**config.mk**
```make
export PLATFORM = sky130hd
export DESIGN_NAME = vga_timing_gen
export DESIGN_NICKNAME = d
export VERILOG_FILES = /design/src/rtl/vga_timing_gen.sv
export SDC_FILE = /design/constraint.sdc
export NUM_CORES = 1
export LEC_CHECK = 0
export CAP_MARGIN = 20
export CELL_PAD_IN_SITES_DETAIL_PLACEMENT = 1
export CELL_PAD_IN_SITES_GLOBAL_PLACEMENT = 1
export CORE_ASPECT_RATIO = 1.5
export CORE_MARGIN = 1.5
export CORE_UTILIZATION = 44
export CTS_CLUSTER_SIZE = 16
export DETAILED_ROUTE_END_ITERATION = 16
export DONT_BUFFER_PORTS = 1
export PLACE_DENSITY_LB_ADDON = 0.1
export SYNTH_ARGS = -nofsm -noshare
export SYNTH_HDL_FRONTEND = slang
export SYNTH_SLANG_ARGS = --single-unit
```
**constraint.sdc**
```tcl
create_clock -name clk -period 2.5 [get_ports clk]
set_clock_uncertainty 0.15 [all_clocks]
set_input_delay 0.5 -clock clk [delete_from_list [all_inputs] [get_ports clk]]
set_output_delay 0.5 -clock clk [all_outputs]
set_load 0.1 [all_outputs]
```
**src/rtl/vga_timing_gen.sv**
```systemverilog
// vga_timing_gen: parametrised VGA raster timing generator.
//
// Divides clk down to the pixel rate, runs horizontal and vertical raster
// counters and emits sync, blanking, coordinates and pixel/line/frame strobes.
// Every output comes straight from a flop, so all outputs are aligned to the
// same clk edge with no skew between them.
//
// Ports
//   clk         in   system clock
//   rst_n       in   asynchronous active-low reset
//   en          in   count enable; 0 freezes the divider, counters and outputs
//   hsync       out  horizontal sync, level H_POL during the sync pulse
//   vsync       out  vertical sync, level V_POL during the sync pulse
//   video_on    out  1 inside the visible window
//   pix_x       out  horizontal count, 0..H_TOTAL-1
//   pix_y       out  vertical count, 0..V_TOTAL-1
//   pix_stb     out  one-clk pulse when the outputs move to a new pixel
//   line_start  out  pix_stb qualified with pix_x==0
//   frame_start out  pix_stb qualified with pix_x==0 and pix_y==0
module vga_timing_gen #(
  parameter int unsigned CLK_DIV  = 4,
  parameter int unsigned H_ACTIVE = 640,
  parameter int unsigned H_FP     = 16,
  parameter int unsigned H_SYNC   = 96,
  parameter int unsigned H_BP     = 48,
  parameter int unsigned V_ACTIVE = 480,
  parameter int unsigned V_FP     = 10,
  parameter int unsigned V_SYNC   = 2,
  parameter int unsigned V_BP     = 29,
  parameter bit          H_POL    = 1'b0,
  parameter bit          V_POL    = 1'b0,
  parameter int unsigned CW_H     = 10,
  parameter int unsigned CW_V     = 10
) (
  input  logic            clk,
  input  logic            rst_n,
  input  logic            en,
  output logic            hsync,
  output logic            vsync,
  output logic            video_on,
  output logic [CW_H-1:0] pix_x,
  output logic [CW_V-1:0] pix_y,
  output logic            pix_stb,
  output logic            line_start,
  output logic            frame_start
);

  localparam int unsigned H_TOTAL = H_ACTIVE + H_FP + H_SYNC + H_BP;
  localparam int unsigned V_TOTAL = V_ACTIVE + V_FP + V_SYNC + V_BP;
  localparam int unsigned HS_BEG  = H_ACTIVE + H_FP;
  localparam int unsigned HS_END  = HS_BEG + H_SYNC;
  localparam int unsigned VS_BEG  = V_ACTIVE + V_FP;
  localparam int unsigned VS_END  = VS_BEG + V_SYNC;
  // One-bit divider when CLK_DIV==1; it then stays at 0 and ticks every enabled clk.
  localparam int unsigned DW      = (CLK_DIV > 1) ? $clog2(CLK_DIV) : 1;

  logic [DW-1:0]   div_q, div_d;
  logic [CW_H-1:0] h_q, h_d;
  logic [CW_V-1:0] v_q, v_d;
  logic [CW_H-1:0] pix_x_q, pix_x_d;
  logic [CW_V-1:0] pix_y_q, pix_y_d;
  logic            hsync_q, hsync_d;
  logic            vsync_q, vsync_d;
  logic            video_on_q, video_on_d;
  logic            pix_stb_q, pix_stb_d;
  logic            line_start_q, line_start_d;
  logic            frame_start_q, frame_start_d;

  logic            div_last_c;
  logic            h_last_c;
  logic            v_last_c;
  logic            tick_c;

  // Next-state: divider, raster counters and decode of the new (h,v).
  always_comb begin
    div_last_c    = (div_q == DW'(CLK_DIV - 1));
    h_last_c      = (h_q == CW_H'(H_TOTAL - 1));
    v_last_c      = (v_q == CW_V'(V_TOTAL - 1));
    tick_c        = en & div_last_c;

    div_d         = div_q;
    h_d           = h_q;
    v_d           = v_q;
    pix_x_d       = pix_x_q;
    pix_y_d       = pix_y_q;
    hsync_d       = hsync_q;
    vsync_d       = vsync_q;
    video_on_d    = video_on_q;

    if (en) begin
      div_d = div_last_c ? '0 : div_q + DW'(1);
    end

    if (tick_c) begin
      h_d = h_last_c ? '0 : h_q + CW_H'(1);
      if (h_last_c) begin
        v_d = v_last_c ? '0 : v_q + CW_V'(1);
      end
    end

    // Level outputs only reload on a tick, so they hold their reset values
    // until the first pixel even though the counters reset to the last pixel.
    if (tick_c) begin
      pix_x_d    = h_d;
      pix_y_d    = v_d;
      video_on_d = (32'(h_d) < H_ACTIVE) && (32'(v_d) < V_ACTIVE);
      hsync_d    = ((32'(h_d) >= HS_BEG) && (32'(h_d) < HS_END)) ? H_POL : ~H_POL;
      vsync_d    = ((32'(v_d) >= VS_BEG) && (32'(v_d) < VS_END)) ? V_POL : ~V_POL;
    end

    pix_stb_d     = tick_c;
    line_start_d  = tick_c & (h_d == '0);
    frame_start_d = tick_c & (h_d == '0) & (v_d == '0);
  end

  // State and output registers.
  always_ff @(posedge clk or negedge rst_n) begin
    if (!rst_n) begin
      div_q         <= DW'(CLK_DIV - 1);
      h_q           <= CW_H'(H_TOTAL - 1);
      v_q           <= CW_V'(V_TOTAL - 1);
      pix_x_q       <= '0;
      pix_y_q       <= '0;
      hsync_q       <= ~H_POL;
      vsync_q       <= ~V_POL;
      video_on_q    <= 1'b0;
      pix_stb_q     <= 1'b0;
      line_start_q  <= 1'b0;
      frame_start_q <= 1'b0;
    end else begin
      div_q         <= div_d;
      h_q           <= h_d;
      v_q           <= v_d;
      pix_x_q       <= pix_x_d;
      pix_y_q       <= pix_y_d;
      hsync_q       <= hsync_d;
      vsync_q       <= vsync_d;
      video_on_q    <= video_on_d;
      pix_stb_q     <= pix_stb_d;
      line_start_q  <= line_start_d;
      frame_start_q <= frame_start_d;
    end
  end

  assign hsync       = hsync_q;
  assign vsync       = vsync_q;
  assign video_on    = video_on_q;
  assign pix_x       = pix_x_q;
  assign pix_y       = pix_y_q;
  assign pix_stb     = pix_stb_q;
  assign line_start  = line_start_q;
  assign frame_start = frame_start_q;

endmodule

```
==> results of run 1 <==
## final timing paths
kind | cells after the start | slack (ns) | end
worst max-delay path | 7 | -0.06 | video_on
worst min-delay path | 1 | 0.20 | div_q[0]
worst max register to register | 7 | -0.06 | video_on
worst min register to register | 1 | 0.35 | pix_y[6]
max in group asynchronous | 2 | 1.37 | h_q[8]
min in group asynchronous | 2 | 0.53 | pix_y[4]
## cells by family (layout without fill, tap and decap cells)
group | count (synthesis) | after routing | share of synthesized area (%)
multiplexers | 4 | 4 | 1.65
adder cells (fa/ha/maj) | 4 | 4 | 1.83
buffers and inverters | 32 | 95 | 5.59
XOR/XNOR | 21 | 21 | 6.73
flip-flops | 48 | 48 | 44.6
AND/OR/NAND/NOR | 120 | 120 | 24.3
AO/OA/AOI/OAI | 67 | 67 | 15.3
## worst reg2reg max path, cell delays in order (launching register included)
cell     delay [ns]
dfstp_2        0.57
ha_4           0.14
and4_4         0.21
and4_4         0.31
nand2_1        0.11
xor2_1         0.18
or4_1          0.55
a32o_1         0.24
## power by group through the flow
stage | logic [mW] | clock network [mW] | registers [mW]
floorplan | 0.358 | 0 | 1.89
finish | 1.59 | 0.702 | 1.14
global route | 1.68 | 0.734 | 1.16
CTS | 1.56 | 0.708 | 1.13
global placement | 1.48 | 0 | 1.13
detailed placement | 1.51 | 0 | 1.15
## flip-flops by register name (all words and copies together), names as in the netlist
signal,flops
pix_stb,1
frame_start,1
h_q,10
hsync,1
line_start,1
vsync,1
v_q,10
div_q,2
pix_x,10
pix_y,10
video_on,1
## metal layers
layer | vias up | routed length [um] | GRT usage [%]
met1 | 1297 | 3450 | 30.3
met4 | 0 | 229 | 10.7
met5 | - | 0 | 0
met3 | 19 | 164 | 3.17
met2 | 38 | 4960 | 51.3
li1 | 1168 | - | -
## synthesized netlist by cell type, types with 5 or more instances
cell type	number
a21oi_1	8
a31oi_1	11
and3_1	5
clkbuf_1	11
dfrtp_1	35
dfstp_2	13
inv_1	9
nand2_1	41
nand3_1	9
nand4_1	5
nor2_1	20
nor3_1	5
nor4_1	5
o21ai_0	25
or3_1	6
xnor2_1	12
xor2_1	9
## metrics by stage
stage | area, um^2 | hold slack (ns) | setup TNS, ns
2_1_floorplan | 2750 | 0.0544 | 0
3_3_place_gp | 3260 | 0.0553 | -0.0962
3_5_place_dp | 3260 | 0.0555 | -0.108
4_1_cts | 3470 | 0.202 | -0.00421
5_1_grt | 3600 | 0.208 | -0.218
6_report | 3600 | 0.205 | -0.0644
## cell type report
class / count / area, um^2
fillers: 697 / 2490
multi-input cells: 216 / 1510
flip-flops and latches: 48 / 1220
repair buffers: 78 / 612
well taps: 74 / 92.6
clock buffers: 5 / 68.8
clock inverters: 3 / 68.8
inverters: 9 / 33.8
## timing repair
item                       CTS  global route
setup endpoints to repair    3             7
pin swaps                    0             6
setup buffers                0             5
hold buffers                 2             0
hold endpoints to repair    48             0
resized for setup            7            20
==> flow_results.xml, run 1 <==
<?xml version="1.0" encoding="UTF-8"?>
<metrics>
  <group name="timing">
    <metric name="slew-limit-headroom" unit="%">38.9</metric>
    <metric name="number_of_slew_limit_violations_in_the_final_report" unit="">0</metric>
    <metric name="setup_repair_after_global_routing_missed_its_margin" unit="">true</metric>
    <metric name="maxClockFrequency" unit="MHz">390</metric>
    <metric name="timing_worst_slew_pin_value" unit="ns">0.916</metric>
    <metric name="post-route-period-util" unit="%">103</metric>
    <metric name="finalWorstSetupSlack" unit="ns">-0.0644</metric>
    <metric name="setup-violations-final" unit="">1</metric>
    <metric name="number_of_hold_slack_violations_in_the_final_timing_report" unit="">0</metric>
    <metric name="period_needed" unit="ns">2.56</metric>
  </group>
  <group name="synthesis">
    <metric name="number_of_distinct_library_cell_variants_in_the_gate_level_netlist_after_synthesis" unit="">56</metric>
    <metric name="netlist_top_cells_area" unit="">dfrtp_1 32%, dfstp_2 13%, nand2_1 5.6%</metric>
    <metric name="yosys.area.top_type_share" unit="%">32.1</metric>
    <metric name="synthesized_nets" unit="">303</metric>
    <metric name="synth_async_sr_flop_share" unit="%">100</metric>
    <metric name="yosysWarnings" unit="">0</metric>
    <metric name="syn_inst" unit="">296</metric>
    <metric name="synth.ff_latch_count" unit="">48</metric>
    <metric name="most_frequently_used_flop_master_after_synthesis" unit="">dfrtp_1</metric>
    <metric name="synth_area_per_cell" unit="um^2">9.23</metric>
    <metric name="yosys.area.top_type" unit="">dfrtp_1</metric>
    <metric name="seq_area_frac_synth" unit="%">44.6</metric>
    <metric name="post_synth_instance_area" unit="mm^2">0.00273</metric>
    <metric name="synth-edff-count" unit="">0</metric>
  </group>
  <group name="detailed_routing">
    <metric name="detailedRoute.firstIterationViolations" unit="">152</metric>
    <metric name="drt_pass1_iterations" unit="">4</metric>
    <metric name="routed_wl" unit="mm">8.81</metric>
    <metric name="detail_route.vias_per_cell" unit="">5.82</metric>
    <metric name="num_vias" unit="">2522</metric>
    <metric name="route.antenna.remaining_nets" unit="">0</metric>
    <metric name="post_drt_wl_per_cell" unit="um">20.3</metric>
    <metric name="drt_drc_violations_left" unit="">0</metric>
  </group>
  <group name="clock_tree">
    <metric name="cts_max_path_buffers" unit="">2</metric>
    <metric name="clock_tree_from_tritoncts" unit="">done</metric>
    <metric name="clk-insertion-delay-late" unit="ns">0.32</metric>
    <metric name="htree_levels" unit="">2</metric>
    <metric name="cts_inserted_buffers" unit="">5</metric>
    <metric name="tritoncts_num_sinks" unit="">48</metric>
    <metric name="clockRootBuffer" unit="">clkbuf_8</metric>
    <metric name="cts.clk_slew.worst_paths" unit="ns">0.10</metric>
  </group>
  <group name="floorplanning">
    <metric name="design.portCount" unit="">29</metric>
    <metric name="die_area" unit="mm^2">0.00670</metric>
    <metric name="coreArea" unit="mm^2">0.00609</metric>
    <metric name="chipHeight" unit="um">99.5</metric>
    <metric name="die_w" unit="um">67.3</metric>
    <metric name="fp-row-count" unit="">35</metric>
    <metric name="initial_utilization" unit="%">44.9</metric>
  </group>
  <group name="finish">
    <metric name="net_count_final" unit="">365</metric>
    <metric name="diodes" unit="">0</metric>
    <metric name="finish.cell_count_without_fillers" unit="">433</metric>
    <metric name="area.growth.synth_to_final" unit="%">31.8</metric>
    <metric name="post_route_cells_drive_above_1_share" unit="%">35.7</metric>
    <metric name="layout.cells.most_common" unit="">buf_4</metric>
    <metric name="postLayoutCoreUtil" unit="%">59.1</metric>
    <metric name="layout_common_cells" unit="">75 x buf_4, 39 x nand2_1, 34 x dfrtp_1, 25 x o21ai_0, 20 x nor2_1</metric>
  </group>
  <group name="power_and_ir_drop">
    <metric name="total_power_draw" unit="mW">3.43</metric>
    <metric name="sw_frac_of_total" unit="%">47.3</metric>
    <metric name="comb_power_share" unit="%">46.3</metric>
    <metric name="clkPwrFrac" unit="%">20.4</metric>
    <metric name="p_leak" unit="nW">1.54</metric>
    <metric name="power_per_cell_area" unit="mW/mm^2">954</metric>
    <metric name="power.sequential.fraction" unit="%">33.3</metric>
    <metric name="power_dissipated_by_switching_net_loads" unit="mW">1.62</metric>
    <metric name="irDropWorstVdd" unit="V">0.000796</metric>
    <metric name="internal_power" unit="mW">1.81</metric>
  </group>
  <group name="place">
    <metric name="placedCellCount" unit="">418</metric>
    <metric name="hpwl" unit="mm">6.11</metric>
    <metric name="number_of_port_buffers" unit="">0</metric>
    <metric name="pre_cts_ws" unit="ns">-0.0636</metric>
    <metric name="routabilityCongestion" unit="">0.823</metric>
  </group>
  <group name="critical_path">
    <metric name="critical_path_arrival" unit="ns">2.62</metric>
    <metric name="critPathMostFrequentCell" unit="">and4_4</metric>
    <metric name="worst_r2r_startpoint" unit="">h_q[1]</metric>
    <metric name="critical_path.endpoint_type" unit="">flip-flop</metric>
    <metric name="cp_num_buf_inv" unit="">0</metric>
    <metric name="timing_worst_setup_path_type" unit="">reg2reg</metric>
    <metric name="timing.critical_path.cells" unit="">ha_4 -&gt; and4_4 -&gt; and4_4 -&gt; nand2_1 -&gt; xor2_1 -&gt; or4_1 -&gt; a32o_1</metric>
    <metric name="worstSetupStartpoint" unit="">h_q[1]</metric>
    <metric name="worstPathMaxFanout" unit="">8</metric>
    <metric name="crit_path_start_kind" unit="">flip-flop</metric>
    <metric name="worst-endpoint-required" unit="ns">2.56</metric>
    <metric name="cpLargestDelayFamily" unit="">simple AND/OR/NAND/NOR gates</metric>
    <metric name="critical-path-slowest-cell" unit="">dfstp_2</metric>
    <metric name="crit_path_max_incr_delay" unit="ns">0.57</metric>
  </group>
  <group name="grt">
    <metric name="antenna_violations_before_repair" unit="">0</metric>
    <metric name="grt_first_pass_wirelength" unit="mm">13.7</metric>
    <metric name="grt_util_all_layers" unit="%">27.4</metric>
    <metric name="grt_overflow_total" unit="">0</metric>
    <metric name="maximum_number_of_pins_on_one_net_before_global_route_repair" unit="">49</metric>
    <metric name="first_global_vias" unit="">2739</metric>
  </group>
  <group name="min_path">
    <metric name="hold_start" unit="">en</metric>
    <metric name="hp-class" unit="">in2reg</metric>
  </group>
  <group name="flow_run">
    <metric name="cap_viol_max_count" unit="">0</metric>
  </group>
  <group name="status">
    <metric name="status" unit="">finished with violations</metric>
    <metric name="failed_checks" unit="">setup timing</metric>
  </group>
</metrics>
(Power assumes the default switching activity.)
==> inputs of run 2 (changes only) <==
SETUP_SLACK_MARGIN = 0.5   (was unset)
==> flow_results.xml, run 2 (same netlist as run 1, synthesis figures left out) <==
<?xml version="1.0" encoding="UTF-8"?>
<metrics>
  <group name="detailed_routing">
    <metric name="post_drt_wl_per_cell" unit="um">22.7</metric>
    <metric name="wl_met3" unit="um">239</metric>
    <metric name="route.antenna.remaining_nets" unit="">0</metric>
    <metric name="drt_pass1_iterations" unit="">4</metric>
    <metric name="drt-met1-wl" unit="mm">3.81</metric>
    <metric name="detail_route.vias_per_cell" unit="">5.94</metric>
    <metric name="num_vias" unit="">2651</metric>
    <metric name="detailedRoute.firstIterationViolations" unit="">192</metric>
    <metric name="detailroute.wirelength.met2" unit="mm">5.52</metric>
    <metric name="drt_drc_violations_left" unit="">0</metric>
    <metric name="route.top_layer_used" unit="">met4</metric>
    <metric name="routed_wl" unit="mm">10.1</metric>
  </group>
  <group name="timing">
    <metric name="post-route-period-util" unit="%">104</metric>
    <metric name="number_of_slew_limit_violations_in_the_final_report" unit="">0</metric>
    <metric name="holdWs" unit="ns">0.206</metric>
    <metric name="finalWorstSetupSlack" unit="ns">-0.102</metric>
    <metric name="maxClockFrequency" unit="MHz">384</metric>
    <metric name="slew-limit-headroom" unit="%">37.9</metric>
    <metric name="setup-violations-final" unit="">3</metric>
    <metric name="timing_worst_slew_pin_value" unit="ns">0.932</metric>
    <metric name="setup_repair_after_global_routing_missed_its_margin" unit="">true</metric>
    <metric name="period_needed" unit="ns">2.60</metric>
    <metric name="number_of_hold_slack_violations_in_the_final_timing_report" unit="">0</metric>
  </group>
  <group name="floorplanning">
    <metric name="chipHeight" unit="um">99.5</metric>
    <metric name="design.portCount" unit="">29</metric>
    <metric name="initial_utilization" unit="%">44.9</metric>
    <metric name="fp-row-count" unit="">35</metric>
    <metric name="coreArea" unit="mm^2">0.00609</metric>
    <metric name="die_area" unit="mm^2">0.00670</metric>
    <metric name="die_w" unit="um">67.3</metric>
  </group>
  <group name="critical_path">
    <metric name="worst-endpoint-required" unit="ns">2.54</metric>
    <metric name="timing_worst_setup_path_type" unit="">reg2reg</metric>
    <metric name="critical_path_arrival" unit="ns">2.64</metric>
    <metric name="critical_path.endpoint_type" unit="">flip-flop</metric>
    <metric name="crit_path_start_kind" unit="">flip-flop</metric>
    <metric name="worstPathMaxFanout" unit="">4</metric>
    <metric name="ff2ff_path_depth" unit="">7</metric>
  </group>
  <group name="clock_tree">
    <metric name="htree_levels" unit="">2</metric>
    <metric name="clockRootBuffer" unit="">clkbuf_8</metric>
    <metric name="tritoncts_num_sinks" unit="">48</metric>
    <metric name="clock_tree_from_tritoncts" unit="">done</metric>
    <metric name="cts_max_path_buffers" unit="">2</metric>
    <metric name="cts_inserted_buffers" unit="">5</metric>
    <metric name="cts.clk_slew.worst_paths" unit="ns">0.09</metric>
    <metric name="clk-insertion-delay-late" unit="ns">0.30</metric>
  </group>
  <group name="status">
    <metric name="failed_checks" unit="">setup timing</metric>
    <metric name="status" unit="">finished with violations</metric>
  </group>
  <group name="finish">
    <metric name="final_area" unit="mm^2">0.00396</metric>
    <metric name="filler_instances" unit="">661</metric>
    <metric name="diodes" unit="">0</metric>
    <metric name="layout.cells.most_common" unit="">buf_4</metric>
    <metric name="net_count_final" unit="">378</metric>
    <metric name="layout_common_cells" unit="">69 x buf_4, 32 x nand2_1, 32 x dfrtp_1, 18 x nor2_1, 17 x buf_6</metric>
    <metric name="multi_input_comb_area" unit="mm^2">0.00170</metric>
    <metric name="post_route_cells_drive_above_1_share" unit="%">47.3</metric>
    <metric name="seqCellArea" unit="mm^2">0.00122</metric>
    <metric name="area.growth.synth_to_final" unit="%">44.8</metric>
  </group>
  <group name="power_and_ir_drop">
    <metric name="power_per_cell_area" unit="mW/mm^2">848</metric>
    <metric name="p_leak" unit="nW">1.67</metric>
    <metric name="irDropWorstVdd" unit="V">0.000455</metric>
  </group>
  <group name="grt">
    <metric name="antenna_violations_before_repair" unit="">0</metric>
    <metric name="maximum_number_of_pins_on_one_net_before_global_route_repair" unit="">49</metric>
    <metric name="grt_first_pass_wirelength" unit="mm">13.8</metric>
    <metric name="grt_overflow_total" unit="">0</metric>
    <metric name="grt_util_all_layers" unit="%">27.5</metric>
    <metric name="first_global_vias" unit="">2692</metric>
  </group>
  <group name="place">
    <metric name="number_of_port_buffers" unit="">0</metric>
    <metric name="placedInstanceArea" unit="mm^2">0.00318</metric>
    <metric name="routabilityCongestion" unit="">0.979</metric>
    <metric name="hpwl" unit="mm">5.83</metric>
  </group>
  <group name="flow_run">
    <metric name="cap_viol_max_count" unit="">0</metric>
  </group>
  <group name="min_path">
    <metric name="hp-class" unit="">in2reg</metric>
    <metric name="hold_path_depth" unit="">1</metric>
  </group>
</metrics>
run 2: changes by cell type in the layout (fill, tap and decap cells not counted), sizes merged:
| cell | previous run | this run |
|---|---|---|
| buf | 77 | 90 |
| inv | 10 | 9 |
| bufinv | 2 | 1 |
| clkinv | 0 | 1 |
| clkbuf | 5 | 6 |
run 2: metal layers:
layer  up-vias  track usage (%)
met5         -                0
met4         0             13.7
met3        42             3.62
met2        80             50.0
met1      1331             30.1
li1       1198                -
run 2: stage by stage:
stage	power [mW]	utilization [%]	setup WS [ns]	TNS, ns	cells
3_3_place_gp	2.58	52.2	0.0748	0	403
2_1_floorplan	2.26	-	0.0415	0	296
6_report	3.36	65.0	-0.102	-0.181	446
3_5_place_dp	2.61	52.2	-0.0694	-0.0959	403
4_1_cts	3.29	58.2	0.0655	0	424
5_1_grt	3.50	65.0	-0.166	-0.466	446
run 2: path summary, 6_finish.rpt:
check | slack [ns] | to | start
setup / recovery | -0.10 | video_on | h_q[9]
hold / removal | 0.21 | div_q[0] | en
setup reg to reg | -0.10 | video_on | h_q[9]
hold reg to reg | 0.35 | pix_y[6] | pix_y[6]
max in group asynchronous | 1.35 | h_q[9] | rst_n
min in group asynchronous | 0.55 | pix_x[5] | rst_n
run 2: what timing repair did:
item | in CTS | in global routing
gates resized for setup | 31 | 65
setup endpoints to repair | 22 | 25
hold buffers | 2 | 0
pin swaps | 8 | 23
endpoints found under the hold margin | 48 | 0
setup buffers | 11 | 22
run 2: critical path: stages, from the launching register on:
cell	delay [ns]
dfstp_2	0.58
nor4b_4	0.30
and4_4	0.32
buf_6	0.11
nand4_4	0.07
xor2_2	0.17
or4_4	0.54
a32o_1	0.26
run 2: area by class of cell:
| cell class | instances | area share, % |
|---|---|---|
| timing repair buffer | 91 | 20.1 |
| inverter | 9 | 0.917 |
| multi-input combinational | 216 | 43.0 |
| clock inverter | 2 | 0.886 |
| clock buffer | 6 | 1.83 |
| tap | 74 | 2.34 |
| sequential | 48 | 30.9 |
run 2: report_power, final:
group	switching [mW]	internal [mW]	total (mW)
logic	1.20	0.451	1.65
clock network	0.261	0.297	0.559
registers	0.177	0.973	1.15
